==> config.mk <==
export PLATFORM = sky130hd
export DESIGN_NAME = seq_detector_param_flat
export DESIGN_NICKNAME = d
export VERILOG_FILES = /design/src/rtl/seq_det_pkg.sv /design/src/rtl/seq_detector_param_if.sv /design/src/rtl/seq_match_counter.sv /design/src/rtl/seq_detector_param.sv /design/src/flat_wrapper.sv
export SDC_FILE = /design/constraint.sdc
export NUM_CORES = 1
export LEC_CHECK = 0
export ABC_AREA = 1
export CAP_MARGIN = 20
export CORE_MARGIN = 5
export CORE_UTILIZATION = 46
export CTS_CLUSTER_DIAMETER = 30
export DETAILED_ROUTE_END_ITERATION = 16
export PLACE_DENSITY = 0.84
export SYNTH_ARGS = -nofsm -noshare
export SYNTH_HDL_FRONTEND = slang
export SYNTH_SLANG_ARGS = --single-unit
==> constraint.sdc <==
create_clock -name clk -period 1.5 [get_ports clk]
set_clock_uncertainty 0.15 [all_clocks]
set_input_delay 0.45 -clock clk [delete_from_list [all_inputs] [get_ports clk]]
set_output_delay 0.45 -clock clk [all_outputs]
set_load 0.05 [all_outputs]
==> src/rtl/seq_det_pkg.sv <==
// Shared helpers for the serial sequence detector: prefix-function and
// next-state evaluation, used only as elaboration-time constants.
package seq_det_pkg;

  localparam int unsigned MAX_PAT_W = 16;

  // Width needed to encode states S0..S(pw), including the Moore full-match state.
  function automatic int unsigned state_width(input int unsigned pw);
    return $clog2(pw + 1);
  endfunction

  // Bit i of the pattern in arrival order (i=0 is the first bit received).
  function automatic logic pat_bit(input logic [MAX_PAT_W-1:0] pat, input int pw, input int i);
    return pat[pw-1-i];
  endfunction

  // Prefix function: longest proper prefix of the first m pattern bits that is also a suffix.
  function automatic int fail_tab(input logic [MAX_PAT_W-1:0] pat, input int pw, input int m);
    int  best;
    bit  ok;
    best = 0;
    for (int j = 1; j < m; j++) begin
      ok = 1'b1;
      for (int t = 0; t < j; t++) begin
        if (pat_bit(pat, pw, t) != pat_bit(pat, pw, m - j + t)) ok = 1'b0;
      end
      if (ok) best = j;
    end
    return best;
  endfunction

  // Plain KMP automaton step from prefix length k (k < pw) on bit x; may return pw.
  function automatic int delta(input logic [MAX_PAT_W-1:0] pat, input int pw, input int k,
                               input logic x);
    int  best;
    bit  ok;
    if (k < pw && pat_bit(pat, pw, k) == x) return k + 1;
    best = 0;
    for (int j = 1; j <= k; j++) begin
      ok = (pat_bit(pat, pw, j - 1) == x);
      for (int t = 0; t < j - 1; t++) begin
        if (pat_bit(pat, pw, t) != pat_bit(pat, pw, k - j + 1 + t)) ok = 1'b0;
      end
      if (ok) best = j;
    end
    return best;
  endfunction

  // Detector next state, folding in overlap policy and output timing mode.
  function automatic int next_state(input logic [MAX_PAT_W-1:0] pat, input int pw,
                                    input bit overlap, input bit mealy, input int k,
                                    input logic x);
    int base;
    int n;
    // The Moore full-match state continues from the restart point.
    base = k;
    if (k == pw) base = overlap ? fail_tab(pat, pw, pw) : 0;
    n = delta(pat, pw, base, x);
    // Mealy has no full-match state: completion jumps straight to the restart point.
    if (n == pw && mealy) n = overlap ? fail_tab(pat, pw, pw) : 0;
    return n;
  endfunction

endpackage

==> src/rtl/seq_detector_param_if.sv <==
// Control/status bundle between the serial input path and the detector.
interface seq_detector_param_if #(
  parameter int unsigned CNT_W = 8,
  parameter int unsigned ST_W  = 3
);
  logic             en;
  logic             x_in;
  logic             clr_cnt;
  logic             y_out;
  logic [CNT_W-1:0] match_cnt;
  logic             cnt_sat;
  logic [ST_W-1:0]  state_o;

  modport master (
    output en, x_in, clr_cnt,
    input  y_out, match_cnt, cnt_sat, state_o
  );

  modport slave (
    input  en, x_in, clr_cnt,
    output y_out, match_cnt, cnt_sat, state_o
  );
endinterface

==> src/rtl/seq_match_counter.sv <==
// Saturating event counter with sticky saturation flag and synchronous clear.
module seq_match_counter #(
  parameter int unsigned CNT_W = 8
) (
  input  logic             clk,
  input  logic             reset,
  input  logic             inc_i,
  input  logic             clr_i,
  output logic [CNT_W-1:0] cnt_o,
  output logic             sat_o
);

  logic [CNT_W-1:0] cnt_q, cnt_d;
  logic             sat_q, sat_d;

  // Next count: clear wins over increment; hold once all-ones.
  always_comb begin
    cnt_d = cnt_q;
    sat_d = sat_q;
    if (clr_i) begin
      cnt_d = '0;
      sat_d = 1'b0;
    end else if (inc_i && (cnt_q != '1)) begin
      cnt_d = cnt_q + CNT_W'(1);
      if (cnt_d == '1) sat_d = 1'b1;
    end
  end

  // Count and flag registers.
  always_ff @(posedge clk or posedge reset) begin
    if (reset) begin
      cnt_q <= '0;
      sat_q <= 1'b0;
    end else begin
      cnt_q <= cnt_d;
      sat_q <= sat_d;
    end
  end

  assign cnt_o = cnt_q;
  assign sat_o = sat_q;

endmodule

==> src/rtl/seq_detector_param.sv <==
// Parametrised serial pattern detector with overlap and Mealy/Moore options.
module seq_detector_param
  import seq_det_pkg::*;
#(
  parameter int unsigned      PAT_W   = 4,
  parameter logic [PAT_W-1:0] PATTERN = 4'b1011,
  parameter bit               OVERLAP = 1'b1,
  parameter bit               MEALY   = 1'b1,
  parameter int unsigned      CNT_W   = 8
) (
  input logic                clk,
  input logic                reset,
  seq_detector_param_if.slave bus
);

  localparam int unsigned ST_W    = state_width(PAT_W);
  localparam int unsigned NUM_ST  = MEALY ? PAT_W : PAT_W + 1;
  localparam int unsigned TAB_N   = 2 ** ST_W;
  localparam logic [MAX_PAT_W-1:0] PAT16 = MAX_PAT_W'(PATTERN);
  localparam logic [ST_W-1:0] LAST_ST = ST_W'(PAT_W - 1);
  localparam logic [ST_W-1:0] FULL_ST = ST_W'(PAT_W);

  logic [ST_W-1:0] state_q, state_d;
  logic [ST_W-1:0] nxt0_tab [TAB_N];
  logic [ST_W-1:0] nxt1_tab [TAB_N];
  logic            match_mealy;
  logic            match_inc;
  logic [CNT_W-1:0] cnt;
  logic            sat;

  // Transition table is constant; unreachable encodings fall back to S0.
  for (genvar k = 0; k < TAB_N; k++) begin : g_tab
    if (k < NUM_ST) begin : g_live
      assign nxt0_tab[k] = ST_W'(next_state(PAT16, int'(PAT_W), OVERLAP, MEALY, k, 1'b0));
      assign nxt1_tab[k] = ST_W'(next_state(PAT16, int'(PAT_W), OVERLAP, MEALY, k, 1'b1));
    end else begin : g_dead
      assign nxt0_tab[k] = '0;
      assign nxt1_tab[k] = '0;
    end
  end

  // Next state and match-completion event.
  always_comb begin
    state_d = state_q;
    if (bus.en) state_d = bus.x_in ? nxt1_tab[state_q] : nxt0_tab[state_q];
    match_mealy = bus.en && (state_q == LAST_ST) && (bus.x_in == PATTERN[0]);
    if (MEALY) match_inc = match_mealy;
    else       match_inc = bus.en && (state_d == FULL_ST);
  end

  // State register; reset discards any partial match.
  always_ff @(posedge clk or posedge reset) begin
    if (reset) state_q <= '0;
    else       state_q <= state_d;
  end

  seq_match_counter #(
    .CNT_W (CNT_W)
  ) u_cnt (
    .clk   (clk),
    .reset (reset),
    .inc_i (match_inc),
    .clr_i (bus.clr_cnt),
    .cnt_o (cnt),
    .sat_o (sat)
  );

  // Outputs; y_out is held low while reset is asserted in both modes.
  always_comb begin
    if (MEALY) bus.y_out = match_mealy && !reset;
    else       bus.y_out = (state_q == FULL_ST) && !reset;
    bus.match_cnt = cnt;
    bus.cnt_sat   = sat;
    bus.state_o   = state_q;
  end

endmodule

==> src/flat_wrapper.sv <==
// flat-port wrapper written by rule: the top's interface ports become plain ports
module seq_detector_param_flat import seq_det_pkg::*;
#(
  parameter int unsigned      PAT_W   = 4,
  parameter logic [PAT_W-1:0] PATTERN = 4'b1011,
  parameter bit               OVERLAP = 1'b1,
  parameter bit               MEALY   = 1'b1,
  parameter int unsigned      CNT_W   = 8
)
  (clk, reset, bus_en, bus_x_in, bus_clr_cnt, bus_y_out, bus_match_cnt, bus_cnt_sat, bus_state_o);
  seq_detector_param_if #(.CNT_W(CNT_W), .ST_W(3)) bus_i ();
  input logic clk;
  input logic reset;
  input wire logic [$bits(bus_i.en)-1:0] bus_en;
  input wire logic [$bits(bus_i.x_in)-1:0] bus_x_in;
  input wire logic [$bits(bus_i.clr_cnt)-1:0] bus_clr_cnt;
  output wire logic [$bits(bus_i.y_out)-1:0] bus_y_out;
  output wire logic [$bits(bus_i.match_cnt)-1:0] bus_match_cnt;
  output wire logic [$bits(bus_i.cnt_sat)-1:0] bus_cnt_sat;
  output wire logic [$bits(bus_i.state_o)-1:0] bus_state_o;
  assign bus_i.en = bus_en;
  assign bus_i.x_in = bus_x_in;
  assign bus_i.clr_cnt = bus_clr_cnt;
  assign bus_y_out = bus_i.y_out;
  assign bus_match_cnt = bus_i.match_cnt;
  assign bus_cnt_sat = bus_i.cnt_sat;
  assign bus_state_o = bus_i.state_o;
  seq_detector_param #(.PAT_W(PAT_W), .PATTERN(PATTERN), .OVERLAP(OVERLAP), .MEALY(MEALY), .CNT_W(CNT_W)) u_core (.clk(clk), .reset(reset), .bus(bus_i));
endmodule
Word-level counts from Yosys, hierarchy flattened
Memory sizes are Yosys's and may differ from the RTL's.
Cells that the tools add are included.
W data, S select, Z words.
Storage, ports and cells
  output and inout port bits: 13
  RAM bits: 0
  memory bits (read-only): 48
  input bits: 5
  flip-flop bits (word level): 12
  memories: 2
  latch bits: 0
Cells by class
  muxes and demuxes: 10
  reduce and logical (&&, ||, !) cells: 8
  bitwise logic cells: 1
  shifts and indexed selects: 0
  eq/ne operators: 3
  add/subtract/negate cells: 1
  magnitude comparators: 1
  divide/modulo/power cells: 0
  multiply operators: 0
Memories
  (name not given): depth 8, bits a word 3, read ports 1, clocked after Yosys merged registers in 0, wr ports 0, RTL line seq_detector_param.sv:45  | if (bus.en) state_d = bus.x_in ? nxt1_tab[state_q] : nxt0_tab[state_q];
  (name not given): depth 8, bits a word 3, read ports 1, clocked after Yosys merged registers in 0, wr ports 0, RTL line seq_detector_param.sv:45
Operator list (count)
  $mux W8: 2
  $mux W3: 5
  $add A8 B1 Y8 const B: 1
  $eq A8 B8 Y1 const B: 1
  $ne A8 B8 Y1 const B: 1
  $ge A4 B4 Y1 const B: 1
  $logic_and A1 B1 Y1: 4
  $not A3 Y4: 1
  $reduce_bool A2 Y1: 2
  $eq A3 B2 Y1 const B: 1
  $mux W1: 3
  $reduce_and A2 Y1: 1
  $logic_not A1 Y1: 1

Longest topological paths before layout
Gate-level depths: netlist of the first run.
  depth after elaboration: 6
  gate-level depth with buffers: 8
  depth with buffers taken out: 8

By module
Synthesis of the first run repeated with hierarchy kept, for this count alone.
Unflattened totals
  cells, all modules: 92
  area, all modules: 679.4 um^2
By module, submodules not included
  seq_match_counter: area each 551.8 um^2, cells an instance 76, seq. area each 225.2 um^2, instances 1
  seq_detector_param: area each 127.6 um^2, cells an instance 16, seq. area each 50.0 um^2, instances 1

Worst setup path after synthesis of the first run
No wires, ideal clock.
  kind: register -> output
  start: register u_core.state_q[0], in the netlist u_core.bus.state_o[0]
  end: output port bus_y_out
  path slack: -1016 ps
  data required time: 900 ps
  arrival: 1916 ps
  cell stages (with the launch flop): 3
  cell sequence: dfrtp_1 > nand2_2 > nor3_1
On the way
  longest elaborated chain between the ends: 4
RTL lines
  start, declared: RTL line seq_detector_param.sv:23  | logic [ST_W-1:0] state_q, state_d;
  start signal, assigned: RTL line seq_detector_param.sv:54  | else state_q <= state_d;
  $eq A3 B2 Y1: RTL line seq_detector_param.sv:46  | match_mealy = bus.en && (state_q == LAST_ST) && (bus.x_in == PATTERN[0]);
  $logic_and A1 B1 Y1 (2 in series): RTL line seq_detector_param.sv:46
  $logic_and A1 B1 Y1: RTL line seq_detector_param.sv:70  | if (MEALY) bus.y_out = match_mealy && !reset;
  end, declared: RTL line flat_wrapper.sv:17  | output wire logic [$bits(bus_i.y_out)-1:0] bus_y_out;
No other way between the ends.

Worst setup path after layout of the first run
Ends and elaborated chain as after synthesis.

==> out/qor.txt, run 1 <==
pwr/cell area -> 547.3 mW/mm^2
number of global-route vias before repair -> 834
number of H-tree levels -> 1
failing checks -> negative setup slack
Fmax -> 562.3 MHz
CTS Buf Count -> 3
fraction of layout cells with a size suffix above 1 -> 60.15%
IO buf count -> 16
Worst Setup Path Type -> flip-flop to output port
hpwl dp -> 1469 um
Hold WS -> 194.5 ps
final period utilization -> 118.6%
io pins -> 18
Yosys warnings -> 0
fin cells -> 149
Final GP Congestion -> 0.8584
total clock sinks -> 11
global router's overall resource usage -> 19.11%
Initial DRC Count -> 53
Post-CTS Hold Fix Bufs -> 0
Top delay family on crit path -> flip-flops
Post-DRT Antenna Nets -> 0
Root Driver -> clkbuf_4
largest net degree at the start of global routing -> 8
drt wl/cell -> 19.62 um
worst-skew pair later-pin latency -> 270 ps
worst hold-check path type -> input port to async pin
RSZ-0062 raised after global routing -> yes
top layer in use -> met4
Clock transition at path regs -> 80 ps
Final WS setup -> -278.5 ps
met3 wire length -> 330 um
Die Ht -> 48.64 um
Finish-stage setup viols -> 10
CP peak stage delay -> 420 ps
flops & latches, synth -> 11
# rows -> 14
Starting Density -> 47.25%
total die area -> 0.002366 mm^2
Sw Share -> 31.76%
synthesized cell area -> 686.9 um^2
crit path DAT -> 1180 ps
first-pass GRT wire length -> 3677 um
Clk pwr share -> 30.0%
Worst Path Required -> 900 ps
final core occ -> 91.57%
Design Power -> 728.6 uW
dpl cell area -> 0.001099 mm^2
clk buf depth -> 2
crit path from -> u_core.bus.state_o[0]
Critical-path top delay cell -> dfrtp_2
antenna violations before repair -> 0
combinational share of power -> 26.3%
part of the power in registers -> 43.7%
# diodes -> 0
post-synthesis cell count -> 92
leakage power -> 0.5964 nW
Setup crit end kind -> output port
critical-path maximum fanout -> 2
setup TNS -> -963.7 ps
Net Sw Power -> 231.4 uW
FF-to-FF Start -> u_core.u_cnt.cnt_o[0]
vias per cell -> 5.926
met2 WL -> 1423 um
Int Pwr -> 497.2 uW
DRT Pass-1 Iters -> 6
routed wire length -> 2923 um
dpl cells -> 132
worst vdd ir -> 762.9 uV
crit path cell chain -> nand2_4, nor3_4, buf_12
Buf/Inv on CP -> 1
number of distinct library cells after synthesis -> 20
CTS tree -> built
max-slew violations -> 0
Seq/Total Area, Yosys -> 40.07%
Placeable Area -> 0.001454 mm^2
via count -> 883
fin crit period -> 1778 ps
outcome -> complete, but fails checks
DP Worst Slack -> -528.0 ps
Hold Violations, Final -> 0
final net count -> 141
Remaining DRCs -> 0
CP Launch Type -> flip-flop
wire length on met1 -> 1007 um
chip width -> 48.64 um
synth-to-layout area growth -> 93.81%
Max Cap Violations -> 0
syn_nets -> 99
Mapped Avg Cell Area -> 7.466 um^2
GRT overflow -> 0
final instance area -> 0.001331 mm^2
## sequential cells by signal (all words and copies together) (netlist names)
| register | cells |
|---|---|
| u_core.bus.state_o | 2 |
| u_core.u_cnt.cnt_o | 8 |
| u_core.u_cnt.sat_o | 1 |
## power groups by stage
stage	Sequential, mW	Clock, mW	Combinational (mW)
floorplan	0.346	0	0.0448
global placement	0.322	0	0.146
detailed placement	0.322	0	0.150
CTS	0.314	0.212	0.167
global route	0.318	0.235	0.202
finish	0.318	0.218	0.192
## kinds of logic (layout without fill, tap and decap cells)
logic type / count (synthesis) / count (layout) / synth area share, %
other: 1 / 1 / 0.5459
AO/OA/AOI/OAI: 12 / 12 / 9.652
adder cells (fa/ha/maj): 2 / 2 / 3.642
buffers and inverters: 13 / 54 / 7.650
flip-flops: 11 / 11 / 40.07
AND/OR/NAND/NOR: 53 / 53 / 38.43
## cells in the mapped netlist (all sizes together)
cell / count / area [um^2]
nor3: 1 / 5.000
nand3: 15 / 80.08
ha: 2 / 25.02
o21ai: 8 / 40.03
o22ai: 1 / 6.260
nand2: 27 / 126.4
conb: 1 / 3.750
buf: 1 / 7.510
dfrtp: 11 / 275.3
a21oi: 1 / 5.000
o21bai: 2 / 15.01
nor2: 10 / 52.55
inv: 12 / 45.04
## path summary, 6_finish.rpt
path | to | slack (ps) | cells past startpoint
worst max-delay path | bus_y_out | -280 | 3
worst min-delay path | u_core.bus.state_o[0] | 190 | 3
worst max register to register | u_core.u_cnt.sat_o | -80 | 9
worst min register to register | u_core.u_cnt.sat_o | 400 | 2
max in group asynchronous | u_core.u_cnt.cnt_o[6] | 840 | 3
min in group clk | u_core.u_cnt.sat_o | 400 | 2
## timing repair
| item | CTS | global route |
|---|---|---|
| setup buffers | 7 | 6 |
| endpoints found under the setup margin | 15 | 17 |
| cloned | 0 | 0 |
| pin swaps | 2 | 10 |
| resized for setup | 13 | 30 |
## worst min-delay path: stages
cell             delay (ps)
clkdlybuf4s15_1         230
inv_1                   120
buf_4                   140
## per-layer routing
layer / vias to the layer above / GRT usage [%]
met1: 406 / 20.04
li1: 375 / -
met4: 0 / 9.417
met3: 19 / 5.521
met2: 83 / 34.13
met5: - / 0
## layout by cell type, fill, tap and decap left out, drive strengths merged, types with 2 or more instances in the layout
cell            n
clkdlybuf4s15   2
o21bai          2
nor2           10
nand3          15
buf            34
ha              2
dfrtp          11
o21ai           8
clkbuf          5
nand2          27
inv            11
## cell type report
| cell class | instances | area, um^2 |
|---|---|---|
| Inverter | 12 | 53.80 |
| Timing Repair Buffer | 38 | 460.4 |
| Multi-Input combinational cell | 68 | 483.0 |
| Fill cell | 57 | 122.6 |
| Sequential cell | 11 | 287.8 |
| Clock buffer | 4 | 26.28 |
| Tap cell | 16 | 20.02 |
(Power assumes the default switching activity.)
==> run 2: changes to the inputs <==
--- a/config.mk
+++ b/config.mk
@@ -7,8 +7,10 @@
 export LEC_CHECK = 0
 export ABC_AREA = 1
 export CAP_MARGIN = 20
-export CORE_MARGIN = 5
-export CORE_UTILIZATION = 46
+export CELL_PAD_IN_SITES_DETAIL_PLACEMENT = 1
+export CELL_PAD_IN_SITES_GLOBAL_PLACEMENT = 1
+export CORE_MARGIN = 10
+export CORE_UTILIZATION = 33
 export CTS_CLUSTER_DIAMETER = 30
 export DETAILED_ROUTE_END_ITERATION = 16
 export PLACE_DENSITY = 0.84
==> out/qor.txt, run 2 (synthesis results as in run 1) <==
CP Launch Type -> input port
# rows -> 16
CTS tree -> built
Starting Density -> 35.01%
DRT Pass-1 Iters -> 4
GRT overflow -> 0
Final GP Congestion -> 0.9129
FF-to-FF Start -> u_core.u_cnt.cnt_o[3]
failing checks -> negative setup slack
max-slew violations -> 0
drt wl/cell -> 23.34 um
dpl cells -> 141
Hold Violations, Final -> 0
Setup crit end kind -> output port
crit path DAT -> 1180 ps
number of H-tree levels -> 1
Max Cap Violations -> 0
crit path cell chain -> dlygate4sd2_1, nand2_4, nor3_4, buf_12
Buf/Inv on CP -> 2
Clock transition at path regs -> 90 ps
fraction of layout cells with a size suffix above 1 -> 65.69%
worst vdd ir -> 429.9 uV
fin crit period -> 1784 ps
total clock sinks -> 11
most frequent cells in the layout -> 16 x buf_4, 14 x nand2_1, 13 x buf_12
number of global-route vias before repair -> 891
dpl cell area -> 0.001110 mm^2
total die area -> 0.004307 mm^2
R2R depth -> 9
hpwl dp -> 1897 um
RSZ-0062 raised after global routing -> yes
vias per cell -> 5.201
pwr/cell area -> 504.5 mW/mm^2
Fmax -> 560.4 MHz
Die Ht -> 65.63 um
# diodes -> 0
leakage power -> 0.6676 nW
Worst Setup Path Type -> input port to output port
clk buf depth -> 2
final period utilization -> 119.0%
synth-to-layout area growth -> 108.6%
Initial DRC Count -> 26
Critical-path top delay cell -> dlygate4sd2_1
Post-CTS Hold Fix Bufs -> 0
outcome -> complete, but fails checks
filler instances -> 205
Finish-stage setup viols -> 18
worst-skew pair later-pin latency -> 290 ps
Post-DRT Antenna Nets -> 0
antenna violations before repair -> 0
worst hold-check path type -> input port to async pin
final net count -> 145
IO buf count -> 16
first-pass GRT wire length -> 4754 um
chip width -> 65.63 um
Placeable Area -> 0.001962 mm^2
final instance area -> 0.001433 mm^2
register area -> 287.8 um^2
CP peak stage delay -> 290 ps
io pins -> 18
setup TNS -> -1771 ps
Multi-input gate area -> 513.0 um^2
fin cells -> 164
Final WS setup -> -284.3 ps
via count -> 853
Remaining DRCs -> 0
Crit Reg-Reg Endpoint -> u_core.u_cnt.sat_o
largest net degree at the start of global routing -> 12
DP Worst Slack -> -556.8 ps
critical-path maximum fanout -> 2
max FFs per register -> 8
Root Driver -> clkbuf_4
Worst Path Required -> 900 ps
routed wire length -> 3827 um
CTS Buf Count -> 3
commonest non-fill, non-tap cell in the layout -> buf_4
reg-to-reg slack, setup -> -200 ps
global router's overall resource usage -> 14.51%
Top delay family on crit path -> buffers and inverters
## run 2: cell count changes in the layout (fill, tap and decap cells not counted), moves of 2 or more
| cell | previous run | this run |
|---|---|---|
| o21ai_2 | 1 | 5 |
| dlygate4sd2_1 | 0 | 2 |
| buf_6 | 5 | 9 |
| nor2_1 | 5 | 3 |
| o21ai_1 | 5 | 1 |
## run 2: tightest hold or removal path, cell delays in order
cell and delay, ps:
dlygate4sd2_1 280, inv_1 110, buf_12 150
## run 2: stage by stage
stage               util (%)  power [mW]  hold WS, ps
floorplan                  -      0.3910        151.9
global placement       56.57      0.4701        378.6
detailed placement     56.57      0.4770        382.7
CTS                    64.35      0.7060        203.8
global route           73.02      0.7516        240.2
finish                 73.02      0.7228        207.5
## run 2: worst max-delay path by stage
stage / startpoint / endpoint / slack (ps) / cells past startpoint
finish: bus_en / bus_y_out / -280 / 4
CTS: u_core.bus.state_o[1] / bus_y_out / -260 / 3
floorplan: u_core.bus.state_o[0] / bus_y_out / -230 / 2
global placement: bus_en / bus_y_out / -500 / 4
global route: bus_en / bus_y_out / -300 / 4
detailed placement: bus_en / bus_y_out / -560 / 4
## run 2: power by group
part / internal, mW / switching (mW)
logic: 0.0802 / 0.104
registers: 0.305 / 0.00816
clock network: 0.0993 / 0.126
## run 2: routing by layer
metal  track usage, %  vias up  routed length (um)
li1                 -      384                   -
met1            15.05      413                1521
met4            9.091        0                 189
met5                0        -                   0
met2            23.91       37                1905
met3            5.763       19                 210
## run 2: what timing repair did
action	CTS	global route
buffers inserted	13	6
endpoints found under the setup margin	18	20
pin swaps	5	14
gates resized for setup	17	34
## run 2: final cells by class
class,count,area share (%)
inverter,12,3.493
clock inverter,1,0.3493
timing repair buffer,42,36.33
tap,27,2.358
clock buffer,3,1.572
sequential,11,20.09
multi-input combinational,68,35.81
==> run 3: changes to the inputs <==
--- a/config.mk
+++ b/config.mk
@@ -9,7 +9,7 @@
 export CAP_MARGIN = 20
 export CELL_PAD_IN_SITES_DETAIL_PLACEMENT = 1
 export CELL_PAD_IN_SITES_GLOBAL_PLACEMENT = 1
-export CORE_MARGIN = 10
+export CORE_MARGIN = 3
 export CORE_UTILIZATION = 33
 export CTS_CLUSTER_DIAMETER = 30
 export DETAILED_ROUTE_END_ITERATION = 16
==> out/qor.txt, run 3 <==
# rows -> 15
EDFF count, synth -> 0
Final GP Congestion -> 0.7999
io pins -> 18
chip width -> 51.63 um
synth top area cells -> dfrtp_1 40%, nand2_1 11%, nand3_1 10%
Error -> [ERROR DPL-0033] detailed placement checks failed during check placement.
most frequent cell after synthesis -> nand2_1
Yosys warnings -> 0
antenna violations before repair -> 0
post-synthesis cell count -> 92
worst endpoint pin kind -> top-level output
IO buf count -> 16
flops & latches, synth -> 11
Root Driver -> clkbuf_4
hpwl dp -> 1734 um
dpl cell area -> 0.001130 mm^2
GRT worst endpoint -> bus_y_out
Starting Density -> 37.35%
largest net degree at the start of global routing -> 12
Yosys top cell by area -> dfrtp_1
outcome -> aborted with a tool error
top cells by count, synth -> 21 x nand2_1, 14 x nand3_1, 11 x dfrtp_1, 11 x inv_1, 6 x nor2_1
Synth top area share -> 40.07%
CTS Buf Count -> 3
dpl cells -> 142
number of distinct library cells after synthesis -> 20
Exit stage -> global routing (5_1_grt)
Seq/Total Area, Yosys -> 40.07%
Post-CTS Hold Fix Bufs -> 0
Die Ht -> 51.63 um
synthesized cell area -> 686.9 um^2
Post-synth ARST share -> 100.0%
clk buf depth -> 2
Mapped Avg Cell Area -> 7.466 um^2
number of H-tree levels -> 1
syn_nets -> 99
Main synth FF type -> dfrtp_1
total clock sinks -> 11
## run 3: cell counts after synthesis
Identical to the previous run, type by type.
## run 3: through the flow
stage                     setup WS [ps]  hold WS (ps)
after global placement           -507.2         381.3
after detailed placement         -547.4         382.6
after floorplan                  -229.7         151.9
after CTS                        -211.5         187.1
## run 3: cell families after synthesis
| family | count (synthesis) | synth area share [%] |
|---|---|---|
| other | 1 | 0.5459 |
| DFF | 11 | 40.07 |
| buffers and inverters | 13 | 7.650 |
| adders and majority gates | 2 | 3.642 |
| AOI/OAI and AO/OA | 12 | 9.652 |
| and+or+nand+nor | 53 | 38.43 |
## run 3: timing repair
action	4_1_cts
gates resized for setup	17
setup endpoints to repair	17
cloned	0
buffers inserted	11
pin swaps	3
==> run 4: changes to the inputs <==
--- a/config.mk
+++ b/config.mk
@@ -7,13 +7,10 @@
 export LEC_CHECK = 0
 export ABC_AREA = 1
 export CAP_MARGIN = 20
-export CELL_PAD_IN_SITES_DETAIL_PLACEMENT = 1
-export CELL_PAD_IN_SITES_GLOBAL_PLACEMENT = 1
-export CORE_MARGIN = 3
-export CORE_UTILIZATION = 33
-export CTS_CLUSTER_DIAMETER = 30
+export CORE_AREA = 3 3 64 66
 export DETAILED_ROUTE_END_ITERATION = 16
-export PLACE_DENSITY = 0.84
+export DIE_AREA = 0 0 67 69
+export PLACE_DENSITY_LB_ADDON = 0.15
 export SYNTH_ARGS = -nofsm -noshare
 export SYNTH_HDL_FRONTEND = slang
 export SYNTH_SLANG_ARGS = --single-unit
==> out/qor.txt, run 4 (synthesis results as in run 1) <==
outcome -> complete, but fails checks
failing checks -> negative setup slack
crit path DAT -> 1050 ps
clk buf depth -> 2
Max Cap Violations -> 0
max FFs per register -> 8
final period utilization -> 110.2%
Design Power -> 786.7 uW
GRT overflow -> 0
final instance area -> 0.001267 mm^2
Starting Density -> 18.90%
Critical-path top delay cell -> dfrtp_2
global router's overall resource usage -> 8.555%
Die Ht -> 69 um
crit path cell chain -> nand2_4, nor3_4, buf_12
largest net degree at the start of global routing -> 12
Root Driver -> clkbuf_8
worst vdd ir -> 255.2 uV
final net count -> 132
DRT Pass-1 Iters -> 4
number of H-tree levels -> 1
total clock sinks -> 11
io pins -> 18
Finish-stage setup viols -> 4
Hold Violations, Final -> 0
synth-to-layout area growth -> 84.52%
critical-path maximum fanout -> 2
worst-skew pair later-pin latency -> 240 ps
CTS Buf Count -> 3
Initial DRC Count -> 20
leakage power -> 0.5397 nW
most frequent cells in the layout -> 17 x nand2_1, 13 x buf_12, 12 x nand3_1
Setup crit end kind -> output port
via count -> 713
Fmax -> 604.9 MHz
crit path from -> u_core.bus.state_o[0]
IO buf count -> 16
chip width -> 67 um
Placeable Area -> 0.003633 mm^2
DP Worst Slack -> -514.1 ps
CP Launch Type -> flip-flop
antenna violations before repair -> 0
number of global-route vias before repair -> 704
commonest non-fill, non-tap cell in the layout -> nand2_1
fraction of layout cells with a size suffix above 1 -> 50.00%
Post-CTS Hold Fix Bufs -> 0
Clock transition at path regs -> 50 ps
routed wire length -> 1865 um
first-pass GRT wire length -> 3042 um
Remaining DRCs -> 0
hpwl dp -> 1417 um
Final WS setup -> -153.1 ps
worst hold-check path type -> input port to async pin
setup TNS -> -337.6 ps
CTS tree -> built
Worst Setup Path Type -> flip-flop to output port
filler instances -> 394
CP peak stage delay -> 380 ps
vias per cell -> 4.145
Final GP Congestion -> 0.7866
RSZ-0062 raised after global routing -> yes
# rows -> 22
max-slew violations -> 0
Worst Path Required -> 900 ps
fin crit period -> 1653 ps
drt wl/cell -> 10.84 um
FF-to-FF Start -> u_core.u_cnt.cnt_o[0]
# diodes -> 0
total die area -> 0.004623 mm^2
dpl cell area -> 0.001151 mm^2
pwr/cell area -> 620.7 mW/mm^2
Post-DRT Antenna Nets -> 0
==> run 4: through the flow <==
stage	utilization (%)	hold slack, ps	cells
6_report	34.88	198.3	172
5_1_grt	34.88	231.3	172
4_1_cts	33.26	209.1	169
3_5_place_dp	31.68	381.9	164
3_3_place_gp	31.68	396.4	164
2_1_floorplan	-	151.9	92
==> run 4: layout make-up <==
class	instances	area, um^2	area share, %
Clock buffer	4	45.04	3.554
Timing Repair Buffer	29	395.4	31.19
Multi-Input combinational cell	68	432.9	34.16
Sequential cell	11	286.5	22.61
Inverter	12	47.55	3.751
Tap cell	48	60.06	4.738
==> run 4: path summary, 6_finish.rpt <==
kind	endpoint	slack (ps)	depth (start not counted)
worst min register to register	u_core.u_cnt.sat_o	400	2
worst max register to register	u_core.u_cnt.cnt_o[4]	70	8
worst max-delay path	bus_y_out	-150	3
min in group clk	u_core.bus.state_o[0]	390	3
max in group asynchronous	u_core.u_cnt.cnt_o[3]	880	3
worst min-delay path	u_core.bus.state_o[1]	200	3
==> run 4: layer usage <==
layer	vias up	wire length, um	track usage, %
li1	359	-	-
met1	331	781	9.930
met2	18	897	13.10
met3	5	148	3.909
met4	0	38	4.054
met5	-	0	0
==> run 4: critical path: cells and delay by family, from the launching register on <==
| kind | cells | cell delay, ps |
|---|---|---|
| buffers and inverters | 1 | 160 |
| AND/OR/NAND/NOR | 2 | 270 |
| flip-flops | 1 | 380 |
==> run 4: repair_timing <==
action	in CTS	in global routing
pin swaps	2	5
resized for setup	11	17
buffers inserted	2	4
setup endpoints to repair	14	12
==> run 4: report_power, final <==
part / switching (mW) / internal, mW / leakage (nW)
logic: 0.0875 / 0.0813 / 0.381
clock network: 0.116 / 0.187 / 0.0228
registers: 0.00872 / 0.306 / 0.136
total: 0.212 / 0.575 / 0.540
